## config.mk

```make
export PLATFORM = sky130hd
export DESIGN_NAME = fp_unit_arbiter_flat
export DESIGN_NICKNAME = d
export VERILOG_FILES = /design/src/rtl/fp_unit_arbiter_if.sv /design/src/rtl/fp_unit_arbiter.sv /design/src/flat_wrapper.sv
export SDC_FILE = /design/constraint.sdc
export NUM_CORES = 1
export LEC_CHECK = 0
export BUFFER_PORTS_ARGS = -buffer_cell sky130_fd_sc_hd__buf_4
export CAP_MARGIN = 30
export CORE_AREA = 10 10 145 147
export CTS_CLUSTER_SIZE = 20
export DETAILED_ROUTE_END_ITERATION = 6
export DIE_AREA = 0 0 155 157
export GPL_TIMING_DRIVEN = 0
export PLACE_DENSITY = 0.64
export SLEW_MARGIN = 40
export SYNTH_ARGS = -nofsm -noshare
export SYNTH_HDL_FRONTEND = slang
export SYNTH_SLANG_ARGS = --single-unit
```

## constraint.sdc

```tcl
create_clock -name clk -period 3.3 [get_ports clk]
set_input_delay 0.33 -clock clk [delete_from_list [all_inputs] [get_ports clk]]
set_output_delay 0.33 -clock clk [all_outputs]
set_load 0.05 [all_outputs]
```

## src/rtl/fp_unit_arbiter_if.sv

```systemverilog
// Requester-side and FP-unit-side signals of the shared FP unit arbiter.
// The slave modport is the arbiter; master is whoever drives requests and models the unit.
interface fp_unit_arbiter_if #(
   parameter int NUM_REQ = 4
);
   logic [NUM_REQ-1:0]    req;
   logic [32*NUM_REQ-1:0] req_dataa;
   logic [32*NUM_REQ-1:0] req_datab;
   logic [NUM_REQ-1:0]    resp_valid;
   logic [31:0]           resp_result;
   logic                  resp_timeout;
   logic                  busy;
   logic                  unit_enable;
   logic [31:0]           unit_dataa;
   logic [31:0]           unit_datab;
   logic [31:0]           unit_result;
   logic                  unit_done;

   modport slave (
      input  req, req_dataa, req_datab, unit_result, unit_done,
      output resp_valid, resp_result, resp_timeout, busy,
             unit_enable, unit_dataa, unit_datab
   );

   modport master (
      output req, req_dataa, req_datab, unit_result, unit_done,
      input  resp_valid, resp_result, resp_timeout, busy,
             unit_enable, unit_dataa, unit_datab
   );
endinterface

```

## src/rtl/fp_unit_arbiter.sv

```systemverilog
// Round-robin time-sharing of one multi-cycle FP unit among NUM_REQ requesters.
// Latency: unit latency + 3 cycles; requesters hold req/operands until their resp_valid pulse.
module fp_unit_arbiter #(
   parameter int NUM_REQ     = 4,
   parameter int TIMEOUT     = 64,
   parameter bit HOLD_ENABLE = 1'b1
) (
   input  logic clk,
   input  logic reset_n,
   fp_unit_arbiter_if.slave bus
);
   localparam int          IW   = $clog2(NUM_REQ);
   localparam int          CW   = $clog2(TIMEOUT) + 1;
   localparam logic [31:0] QNAN = 32'h7FC00000;

   typedef enum logic [1:0] {S_IDLE, S_ISSUE, S_WAIT, S_RESPOND} state_t;

   state_t          r_state;
   state_t          w_next;
   logic [IW-1:0]   r_ptr;
   logic [IW-1:0]   r_grant;
   logic [IW-1:0]   w_pick;
   logic            w_any;
   logic [CW-1:0]   r_cnt;
   logic [31:0]     r_dataa;
   logic [31:0]     r_datab;
   logic [31:0]     r_result;
   logic            r_tmo;
   logic            w_timeout_hit;

   // A done arriving on the final WAIT cycle takes precedence over the abort.
   assign w_timeout_hit = (r_state == S_WAIT) && !bus.unit_done &&
                          (r_cnt == CW'(TIMEOUT - 1));

   // First requester at or after the pointer, wrapping.
   always_comb begin
      int idx;
      w_any  = 1'b0;
      w_pick = '0;
      for (int i = 0; i < NUM_REQ; i++) begin
         idx = int'(r_ptr) + i;
         if (idx >= NUM_REQ) idx = idx - NUM_REQ;
         if (!w_any && bus.req[IW'(idx)]) begin
            w_any  = 1'b1;
            w_pick = IW'(idx);
         end
      end
   end

   always_ff @(posedge clk or negedge reset_n) begin
      if (!reset_n) r_state <= S_IDLE;
      else          r_state <= w_next;
   end

   always_comb begin
      w_next           = r_state;
      bus.unit_enable  = 1'b0;
      bus.resp_valid   = '0;
      bus.resp_timeout = 1'b0;
      bus.busy         = (r_state != S_IDLE);
      case (r_state)
         S_IDLE: begin
            if (w_any) w_next = S_ISSUE;
         end
         S_ISSUE: begin
            bus.unit_enable = 1'b1;
            w_next          = bus.unit_done ? S_RESPOND : S_WAIT;
         end
         S_WAIT: begin
            bus.unit_enable = HOLD_ENABLE;
            if (bus.unit_done || w_timeout_hit) w_next = S_RESPOND;
         end
         S_RESPOND: begin
            bus.resp_valid[r_grant] = 1'b1;
            bus.resp_timeout        = r_tmo;
            w_next                  = S_IDLE;
         end
         default: w_next = S_IDLE;
      endcase
   end

   always_ff @(posedge clk or negedge reset_n) begin
      if (!reset_n) begin
         r_ptr    <= '0;
         r_grant  <= '0;
         r_cnt    <= '0;
         r_dataa  <= '0;
         r_datab  <= '0;
         r_result <= '0;
         r_tmo    <= 1'b0;
      end else begin
         case (r_state)
            S_IDLE: begin
               if (w_any) begin
                  r_grant <= w_pick;
                  r_dataa <= bus.req_dataa[int'(w_pick)*32 +: 32];
                  r_datab <= bus.req_datab[int'(w_pick)*32 +: 32];
               end
            end
            S_ISSUE: begin
               r_cnt <= '0;
               if (bus.unit_done) r_result <= bus.unit_result;
            end
            S_WAIT: begin
               r_cnt <= r_cnt + CW'(1);
               if (bus.unit_done) begin
                  r_result <= bus.unit_result;
               end else if (w_timeout_hit) begin
                  r_result <= QNAN;
                  r_tmo    <= 1'b1;
               end
            end
            S_RESPOND: begin
               r_ptr <= (r_grant == IW'(NUM_REQ - 1)) ? '0 : r_grant + IW'(1);
               r_tmo <= 1'b0;
            end
            default: ;
         endcase
      end
   end

   // resp_result changes only on the edge into RESPOND, so it holds between responses.
   assign bus.resp_result = r_result;
   assign bus.unit_dataa  = r_dataa;
   assign bus.unit_datab  = r_datab;
endmodule

```

## src/flat_wrapper.sv

```systemverilog
// flat-port wrapper written by rule: the top's interface ports become plain ports
module fp_unit_arbiter_flat 
#(
   parameter int NUM_REQ     = 4,
   parameter int TIMEOUT     = 64,
   parameter bit HOLD_ENABLE = 1'b1
)
  (clk, reset_n, bus_req, bus_req_dataa, bus_req_datab, bus_unit_result, bus_unit_done, bus_resp_valid, bus_resp_result, bus_resp_timeout, bus_busy, bus_unit_enable, bus_unit_dataa, bus_unit_datab);
  fp_unit_arbiter_if #(.NUM_REQ(NUM_REQ)) bus_i ();
  input  logic clk;
  input  logic reset_n;
  input wire logic [$bits(bus_i.req)-1:0] bus_req;
  input wire logic [$bits(bus_i.req_dataa)-1:0] bus_req_dataa;
  input wire logic [$bits(bus_i.req_datab)-1:0] bus_req_datab;
  input wire logic [$bits(bus_i.unit_result)-1:0] bus_unit_result;
  input wire logic [$bits(bus_i.unit_done)-1:0] bus_unit_done;
  output wire logic [$bits(bus_i.resp_valid)-1:0] bus_resp_valid;
  output wire logic [$bits(bus_i.resp_result)-1:0] bus_resp_result;
  output wire logic [$bits(bus_i.resp_timeout)-1:0] bus_resp_timeout;
  output wire logic [$bits(bus_i.busy)-1:0] bus_busy;
  output wire logic [$bits(bus_i.unit_enable)-1:0] bus_unit_enable;
  output wire logic [$bits(bus_i.unit_dataa)-1:0] bus_unit_dataa;
  output wire logic [$bits(bus_i.unit_datab)-1:0] bus_unit_datab;
  assign bus_i.req = bus_req;
  assign bus_i.req_dataa = bus_req_dataa;
  assign bus_i.req_datab = bus_req_datab;
  assign bus_i.unit_result = bus_unit_result;
  assign bus_i.unit_done = bus_unit_done;
  assign bus_resp_valid = bus_i.resp_valid;
  assign bus_resp_result = bus_i.resp_result;
  assign bus_resp_timeout = bus_i.resp_timeout;
  assign bus_busy = bus_i.busy;
  assign bus_unit_enable = bus_i.unit_enable;
  assign bus_unit_dataa = bus_i.unit_dataa;
  assign bus_unit_datab = bus_i.unit_datab;
  fp_unit_arbiter #(.NUM_REQ(NUM_REQ), .TIMEOUT(TIMEOUT), .HOLD_ENABLE(HOLD_ENABLE)) u_core (.clk(clk), .reset_n(reset_n), .bus(bus_i));
endmodule
```

Word level (Yosys, flattened, before mapping)
Index checks and enable logic that the tools add are counted.
- $add $sub $neg: 9
- order comparisons: 10
- eq/ne operators: 11
- shift-type cells: 2
- mux-type cells: 42
- reductions and logical operators: 20
- operators with widths (operator ; number):
    indexed part select 128 x 8 -> 32 bit ; 2
    two-way mux 32 bit ; 3
    case mux 32 bit (2 select lines) ; 1
    two-way mux 2 bit ; 11
    two-way mux 1 bit ; 18
    < comparator 2 x 4 -> 1 bit (second input constant) ; 4
    case mux 7 bit (2 select lines) ; 1
    greater-or-equal comparator 3 bit (second input constant) ; 3
    binary-select mux 1 bit (select 2 bit) ; 4
    case mux 2 bit (4 select lines) ; 1
    subtractor 2 x 1 -> 2 bit (second input constant) ; 4
    adder 7 x 1 -> 7 bit (second input constant) ; 1
    == test 7 x 6 -> 1 bit (second input constant) ; 1
    adder 2 x 2 -> 3 bit (second input constant) ; 2
    == test 2 bit (second input constant) ; 3
    logical AND 1 bit ; 6
    != test 2 bit (second input constant) ; 3
    AND reduction 3 bit ; 2
    nonzero test 2 bit ; 3
    zero test 1 bit ; 4
    two-way mux 4 bit ; 1
    != test 2 x 1 -> 1 bit (second input constant) ; 2
    AND reduction 2 bit ; 2
    adder 2 x 1 -> 3 bit (second input constant) ; 1
    11 further kinds ; 11
- flip-flop bits (word level): 110
- input bits: 295
- output and inout bits: 103

Logic depth before layout (Yosys ltp)
Gate-level depths: netlist (run 1).
- word-level depth: 17
- gate-level depth with buffers: 11
- mapped depth without buffers: 7

Worst setup path before layout (run 1)
No wires, ideal clock.
- kind: flip-flop to flip-flop
- start point: register u_core.r_state[0]
- end point: register u_core.r_dataa[17] (netlist: u_core.bus.unit_dataa[17])
- library setup time: 142 ps
- arrival time: 1800 ps
- required time: 3158 ps
- path slack: 1357 ps
- stages on the path, launching flop included: 8
- buffers on the path: 1
- period minus slack after synthesis: 1943 ps
- cells stage by stage: dfrtp_1 > inv_1 > ha_1 > inv_1 > nor2_1 > nand2_1 > clkbuf_1 > o221ai_1
- cells in the longest elaborated chain, start to end: 2
- RTL lines (what ; RTL line ; source):
    from (decl) ; fp_unit_arbiter.sv:18 ; state_t r_state;
    from (signal assigned) ; fp_unit_arbiter.sv:52 ; else r_state <= w_next;
    zero test 2 bit ; fp_unit_arbiter.sv:92 ; case (r_state)
    AND reduction 2 bit (no line) ; -- ;
    to (signal assigned) ; fp_unit_arbiter.sv:96 ; r_dataa <= bus.req_dataa[int'(w_pick)*32 +: 32];
    to (decl) ; fp_unit_arbiter.sv:25 ; logic [31:0] r_dataa;
Every way passes these cells.
A chain may end at the register's enable or synchronous reset.

Final worst setup path (run 1)
- start point: register u_core.r_state[0]
- end point: register u_core.r_datab[30] (netlist: u_core.bus.unit_datab[30])
- cells in the longest elaborated chain, start to end: 2
- RTL lines (what ; RTL line ; source):
    zero test 2 bit ; fp_unit_arbiter.sv:92 ;
    AND reduction 2 bit (no line) ; -- ;
    to (signal assigned) ; fp_unit_arbiter.sv:97 ; r_datab <= bus.req_datab[int'(w_pick)*32 +: 32];
    to (decl) ; fp_unit_arbiter.sv:26 ; logic [31:0] r_datab;
Every way passes these cells.

==> results of run 1 <==
[final cells by class]
class / count / area, µm²
diodes: 1 / 2.50
plain buffers: 48 / 414
clock buffers: 12 / 256
clock inverters: 3 / 20.0
fillers: 1725 / 8510
inverters: 13 / 48.8
multi-input cells: 434 / 3010
flip-flops and latches: 110 / 2750
well taps: 234 / 293
repair buffers: 399 / 3030
[worst reg2reg max path, delay by kind of cell (launching register included)]
family	cells	cell delay, ns
buffers and inverters	3	0.88
and+or+nand+nor	2	0.52
AOI/OAI and AO/OA	1	0.24
DFF	1	0.43
adders and majority gates	1	0.24
[per-layer routing]
metal	vias to the layer above	wire (µm)
met2	261	14600
li1	3006	-
met4	0	562
met3	23	2370
met5	-	0
met1	2955	11300
[power groups by stage]
stage	Clock, mW	Sequential, mW	Combinational [mW]
6_report	1.06	2.36	6.80
3_3_place_gp	0	2.34	6.85
3_5_place_dp	0	2.36	6.90
4_1_cts	1.08	2.35	6.89
2_1_floorplan	0	4.29	2.66
5_1_grt	1.13	2.43	7.27
[placed cells by master (no fill, tap or decap), drive strengths merged, types with 2 or more instances in the layout]
cell | Yosys | routed
and3 | 2 | 2
clkinvlp | 0 | 2
mux2i | 131 | 131
clkbuf | 18 | 30
inv | 13 | 13
nand2 | 140 | 140
ha | 9 | 9
a21oi | 7 | 7
o22ai | 2 | 2
dfrtp | 110 | 110
and2 | 5 | 5
nor2b | 2 | 2
nand3 | 30 | 30
buf | 30 | 428
nor2 | 3 | 3
or2 | 2 | 2
or3 | 2 | 2
o21ai | 22 | 22
o221ai | 64 | 64
nand2b | 4 | 4
[cell usage after synthesis, types with 2 or more instances]
library cell	n
a21oi_1	7
and2_1	5
and3_1	2
buf_1	2
buf_12	12
buf_2	13
buf_6	3
clkbuf_1	18
dfrtp_1	110
ha_1	9
inv_1	13
mux2i_1	131
nand2_1	140
nand2b_1	4
nand3_1	30
nor2_1	3
nor2b_1	2
o21ai_0	20
o21ai_1	2
o221ai_1	64
o22ai_1	2
or2_1	2
or3_1	2
[flip-flops by register name (all words and copies together), names as in the netlist]
register                flops
u_core.bus.unit_datab      32
u_core.r_state              2
u_core.bus.resp_result     32
u_core.r_ptr                2
u_core.r_tmo                1
u_core.r_cnt                7
u_core.bus.unit_dataa      32
u_core.r_grant              2
[metrics by stage]
step / area (µm²) / hold WS (ns) / utilization [%] / worst slack (ns) / total power [mW]
after global routing: 9820 / 0.195 / 53.6 / 0.585 / 10.8
after global placement: 9500 / 0.451 / 51.8 / 0.718 / 9.18
after floorplan: 6230 / 0.0344 / - / 1.36 / 6.95
after CTS: 9820 / 0.174 / 53.6 / 0.740 / 10.3
after detailed placement: 9540 / 0.284 / 52.0 / 0.647 / 9.26
final: 9820 / 0.183 / 53.6 / 0.839 / 10.2
[cell families (layout without fill, tap and decap cells)]
| logic type | after synthesis | after routing |
|---|---|---|
| muxes | 132 | 132 |
| and+or+nand+nor | 192 | 192 |
| xor gates and xnor gates | 1 | 1 |
| DFF | 110 | 110 |
| AOI/OAI and AO/OA | 100 | 100 |
| adders and majority gates | 9 | 9 |
| other | 0 | 1 |
| buffers and inverters | 61 | 475 |
[worst paths after layout]
check | cells past startpoint | end | from | slack, ns
setup / recovery | 7 | u_core.bus.unit_datab[30]$_DFFE_PN0P_ | u_core.r_state[0]$_DFFE_PN0P_ | 0.84
hold / removal | 3 | u_core.bus.resp_result[14]$_DFFE_PN0P_ | bus_unit_result[14] | 0.18
setup reg to reg | 7 | u_core.bus.unit_datab[30]$_DFFE_PN0P_ | u_core.r_state[0]$_DFFE_PN0P_ | 0.84
hold reg to reg | 2 | u_core.bus.resp_result[16]$_DFFE_PN0P_ | u_core.bus.resp_result[16]$_DFFE_PN0P_ | 0.47
max in group asynchronous | 3 | u_core.bus.unit_dataa[22]$_DFFE_PN0P_ | reset_n | 2.17
min in group asynchronous | 2 | u_core.bus.resp_result[25]$_DFFE_PN0P_ | reset_n | 0.46
==> qor.txt, run 1 <==
initial drt markers = 315
total vias in the final route = 6245
top cells by area, synth = dfrtp_1, mux2i_1, o221ai_1
worst slew pin tran = 0.809 ns
HP Class = in2reg
Die Span X = 155 µm
Mapped Nets = 909
wire length of the first global-routing pass = 42200 µm
critical path fanouts, max = 10
pin count of the biggest net entering global routing = 60
Fin Clk Skew = 0.00815 ns
core area = 18300 µm²
post-cts resize count = 0
area grow syn2layout = 57.8%
CP Capture Type = register
Rel. slew slack = 46.0%
unrepaired setup endpoints after global routing = false
Final Slew Violations = 0
CP Class = reg2reg
gr ovfl total = 0
busiest grt layer = met2
placed insts = 1237
Post-Synth Adder-Cell Area = 1.81%
synth warn = 0
most frequent CP cell = inv_1
switching fraction of total power = 52.3%
Worst path slowest cell = clkbuf_1
routing usage on met3 = 7.01%
Final Critical Period = 2.46 ns
Netlist cell types = 32
Leak = 5.29 nW
Comb pwr share = 66.5%
required time of the critical path = 3.50 ns
FP Rows = 50
CTS sink count = 110
CP startpoint kind = register
Antenna Violating Nets Remaining = 0
layout cells sized above 1 = 43.4%
met1 Use GR = 26.5%
Hold Fails Final Rpt = 0
fin cells = 1254
Post-Syn Area = 6230 µm²
Post-route DRC = 0
CTS tree = done
Synth Area in Compound Gates = 12.2%
overall routed net length = 28900 µm
PortBufs = 397
crit share post-route = 74.6%
maxcap violations = 0
Top FF cell, synth = dfrtp_1
vias per cell = 4.98
fin nets = 1319
FF+latch count, synth = 110
M2 GR Usage = 39.2%
XOR/XNOR Fraction of Synth Area = 0.141%
Power Dens Cells = 1040 nW/µm²
final setup violation count = 0
WL/cell = 23.0 µm
post-synthesis instance total = 605
Post-synth EDFFs = 0
Synth area leader = dfrtp_1
simple-gate area share of the yosys netlist = 12.9%
post-route setup TNS = 0 ns
dpl hpwl = 23500 µm
CTS Hold Bufs = 1
post-synthesis mux area share = 21.2%
Async S/R FF share, synth = 100%
Buf/Inv on CP = 3
Die ar. = 24300 µm²
Initial Util = 34.0%
sequential share of power = 23.1%
root buf cell = clkbuf_16
Synth Area per Inst = 10.3 µm²
GRT Resource Usage Total = 22.7%
total CTS buffers = 9
Setup Fix Bufs, Post-CTS = 0
Final Wtd Congestion = 0.876
Top-Level Pins = 398
Max rail drop VDD = 612 µV
Yosys top cell area share = 44.2%
vias in the first global route = 6732
H-tree Lvls = 3
crit-path cells = inv_1 > ha_1 > inv_1 > nor2_1 > nand2_1 > clkbuf_1 > o221ai_1
CP max stage delay = 0.67 ns
sequential area share after synthesis = 44.2%
Clock Power Share = 10.4%
Worst Path Arrival = 2.66 ns
clk slew on worst S/H paths = 0.07 ns
Net Switching = 5.35 mW
CTS max path bufs = 2
largest family of logic cells by synthesized area = multiplexers
internal power = 4.87 mW
status = finished, final reports clean
initial antenna violation count = 1
DRT Pass-1 Iters = 4
Vert. Die Dim = 157 µm
Achievable Freq = 406 MHz
Skew-Pair Late Insertion Delay = 0.36 ns
delay-heaviest family, CP = buffers and inverters
No activity file was read; power rests on OpenSTA's default activity.
==> run 2, diff against run 1 <==
CORE_AREA = 10 10 147 149   (was 10 10 145 147)
DIE_AREA = 0 0 157 159   (was 0 0 155 157)
PLACE_DENSITY = 0.63   (was 0.64)
clock period = 2.6 ns   (was 3.3 ns; I/O delays follow)
==> qor.txt, run 2 (synthesis gave the netlist of run 1 again) <==
DRT Pass-1 Iters = 4
initial antenna violation count = 4
sequential share of power = 22.7%
Max rail drop VDD = 942 µV
most frequent cells in the layout = buf_4, nand2_1, mux2i_1
flop2flop setup slack = 0.28 ns
Net Switching = 6.82 mW
switching fraction of total power = 51.9%
wire length of the first global-routing pass = 43300 µm
routed wl met2 = 14500 µm
Rel. slew slack = 58.0%
core area = 18600 µm²
critical path fanouts, max = 10
post-route setup TNS = 0 ns
HP Class = in2reg
layout cells sized above 1 = 43.5%
H-tree Lvls = 3
CP startpoint kind = register
Clock Power Share = 11.6%
Hold Crit Endpoint = u_core.bus.resp_result[13]$_DFFE_PN0P_
placed insts = 1237
final setup violation count = 0
CTS sink count = 110
Fin Clk Skew = 0.00474 ns
CTS tree = done
GRT Resource Usage Total = 22.5%
total CTS buffers = 9
Comb pwr share = 65.7%
CP Capture Type = register
PortBufs = 397
commonest non-fill, non-tap cell in the layout = buf_4
final instance area = 9880 µm²
area grow syn2layout = 58.6%
Hold Worst Slack = 0.123 ns
hold_sp = bus_unit_result[13]
unrepaired setup endpoints after global routing = false
R2R Path Start = u_core.r_state[0]$_DFFE_PN0P_
Die Span X = 157 µm
top layer in use = met4
fin cells = 1258
worst slew pin tran = 0.630 ns
overall routed net length = 29100 µm
required time of the critical path = 2.79 ns
vias in the first global route = 6838
Final Critical Period = 2.32 ns
pin count of the biggest net entering global routing = 60
clk slew on worst S/H paths = 0.08 ns
FP Rows = 50
maxcap violations = 0
Met3 Wirelength = 2610 µm
Die ar. = 25000 µm²
internal power = 6.33 mW
Hold Fails Final Rpt = 0
multi-input logic area = 3010 µm²
Worst Path Arrival = 2.51 ns
Antenna Violating Nets Remaining = 0
Placement Cell Area = 9540 µm²
Power Dens Cells = 1330 nW/µm²
CTS max path bufs = 2
crit share post-route = 89.4%
initial drt markers = 273
CP Class = reg2reg
Leak = 5.30 nW
Vert. Die Dim = 159 µm
Achievable Freq = 430 MHz
worst reg-to-reg path cell count = 7
worst hold path cell count = 3
WL/cell = 23.2 µm
WL met1 = 11200 µm
Initial Util = 33.5%
Final Wtd Congestion = 0.844
total vias in the final route = 6263
root buf cell = clkbuf_16
status = finished, final reports clean
Skew-Pair Late Insertion Delay = 0.35 ns
Fillers = 1750
vias per cell = 4.98
Top-Level Pins = 398
Setup Fix Bufs, Post-CTS = 0
Final Slew Violations = 0
fin nets = 1319
Post-route DRC = 0
sequential cell area = 2750 µm²
gr ovfl total = 0
pre-CTS setup slack = 0.220 ns
Setup WS post-layout = 0.275 ns
reg2reg end = u_core.bus.unit_dataa[1]$_DFFE_PN0P_
dpl hpwl = 23900 µm
[run 2: cell count changes in the layout (fill, tap and decap cells not counted)]
cell,before,now
clkinv_2,1,0
clkbuf_1,19,18
diode_2,1,4
clkinv_4,0,1
bufinv_16,0,2
clkbuf_8,2,0
clkinvlp_4,2,4
[run 2: power groups by stage]
stage          clock, mW  sequential (mW)  combinational (mW)
2_1_floorplan          0             5.44                3.37
3_3_place_gp           0             2.97                8.71
3_5_place_dp           0             3.01                8.73
4_1_cts             1.56             2.99                8.74
5_1_grt             1.62             3.10                9.23
6_report            1.52             2.99                8.63
[run 2: routing by layer]
layer  global-route usage, %  vias to the layer above
li1                        -                     3010
met1                    25.2                     2957
met2                    38.4                      265
met3                    7.91                       31
met4                    8.24                        0
met5                       0                        -
[run 2: stage by stage]
| stage | utilization, % | power (mW) |
|---|---|---|
| 3_3_place_gp | 51.1 | 11.7 |
| 3_5_place_dp | 51.3 | 11.7 |
| 2_1_floorplan | - | 8.82 |
| 6_report | 53.2 | 13.1 |
| 5_1_grt | 53.2 | 14.0 |
| 4_1_cts | 53.1 | 13.3 |
[run 2: worst max-delay path by stage]
| stage | cells after the start | to | start | slack, ns |
|---|---|---|---|---|
| after floorplan | 7 | u_core.bus.unit_dataa[17]$_DFFE_PN0P_ | u_core.r_state[0]$_DFFE_PN0P_ | 0.66 |
| after global placement | 6 | u_core.bus.unit_dataa[17]$_DFFE_PN0P_ | bus_req[1] | 0.18 |
| after detailed placement | 6 | u_core.bus.unit_dataa[23]$_DFFE_PN0P_ | bus_req[1] | 0.22 |
| after CTS | 7 | u_core.bus.unit_dataa[23]$_DFFE_PN0P_ | u_core.r_state[0]$_DFFE_PN0P_ | 0.21 |
| after global routing | 7 | u_core.bus.unit_dataa[17]$_DFFE_PN0P_ | u_core.r_state[0]$_DFFE_PN0P_ | 0.03 |
| final | 7 | u_core.bus.unit_dataa[1]$_DFFE_PN0P_ | u_core.r_state[0]$_DFFE_PN0P_ | 0.28 |
[run 2: layout make-up]
class                      instances  share of cell area, %
timing repair buffer             399                   30.6
buffer                            48                   4.19
tap                              234                   2.96
antenna                            4                  0.101
inverter                          13                  0.494
sequential                       110                   27.9
clock buffer                       9                   2.28
multi-input combinational        434                   30.5
clock inverter                     7                   1.00
[run 2: what timing repair did]
item                                   CTS  global route
endpoints found under the hold margin   51             0
setup endpoints to repair                0             0
hold buffers                             1             0
resized for setup                        0             0
[run 2: worst max-delay path, stage by stage, from the launching register on]
cell and delay [ns]:
dfrtp_1 0.43, inv_1 0.09, ha_1 0.23, inv_1 0.12, nor2_1 0.09, nand2_1 0.42, clkbuf_1 0.55, o221ai_1 0.22
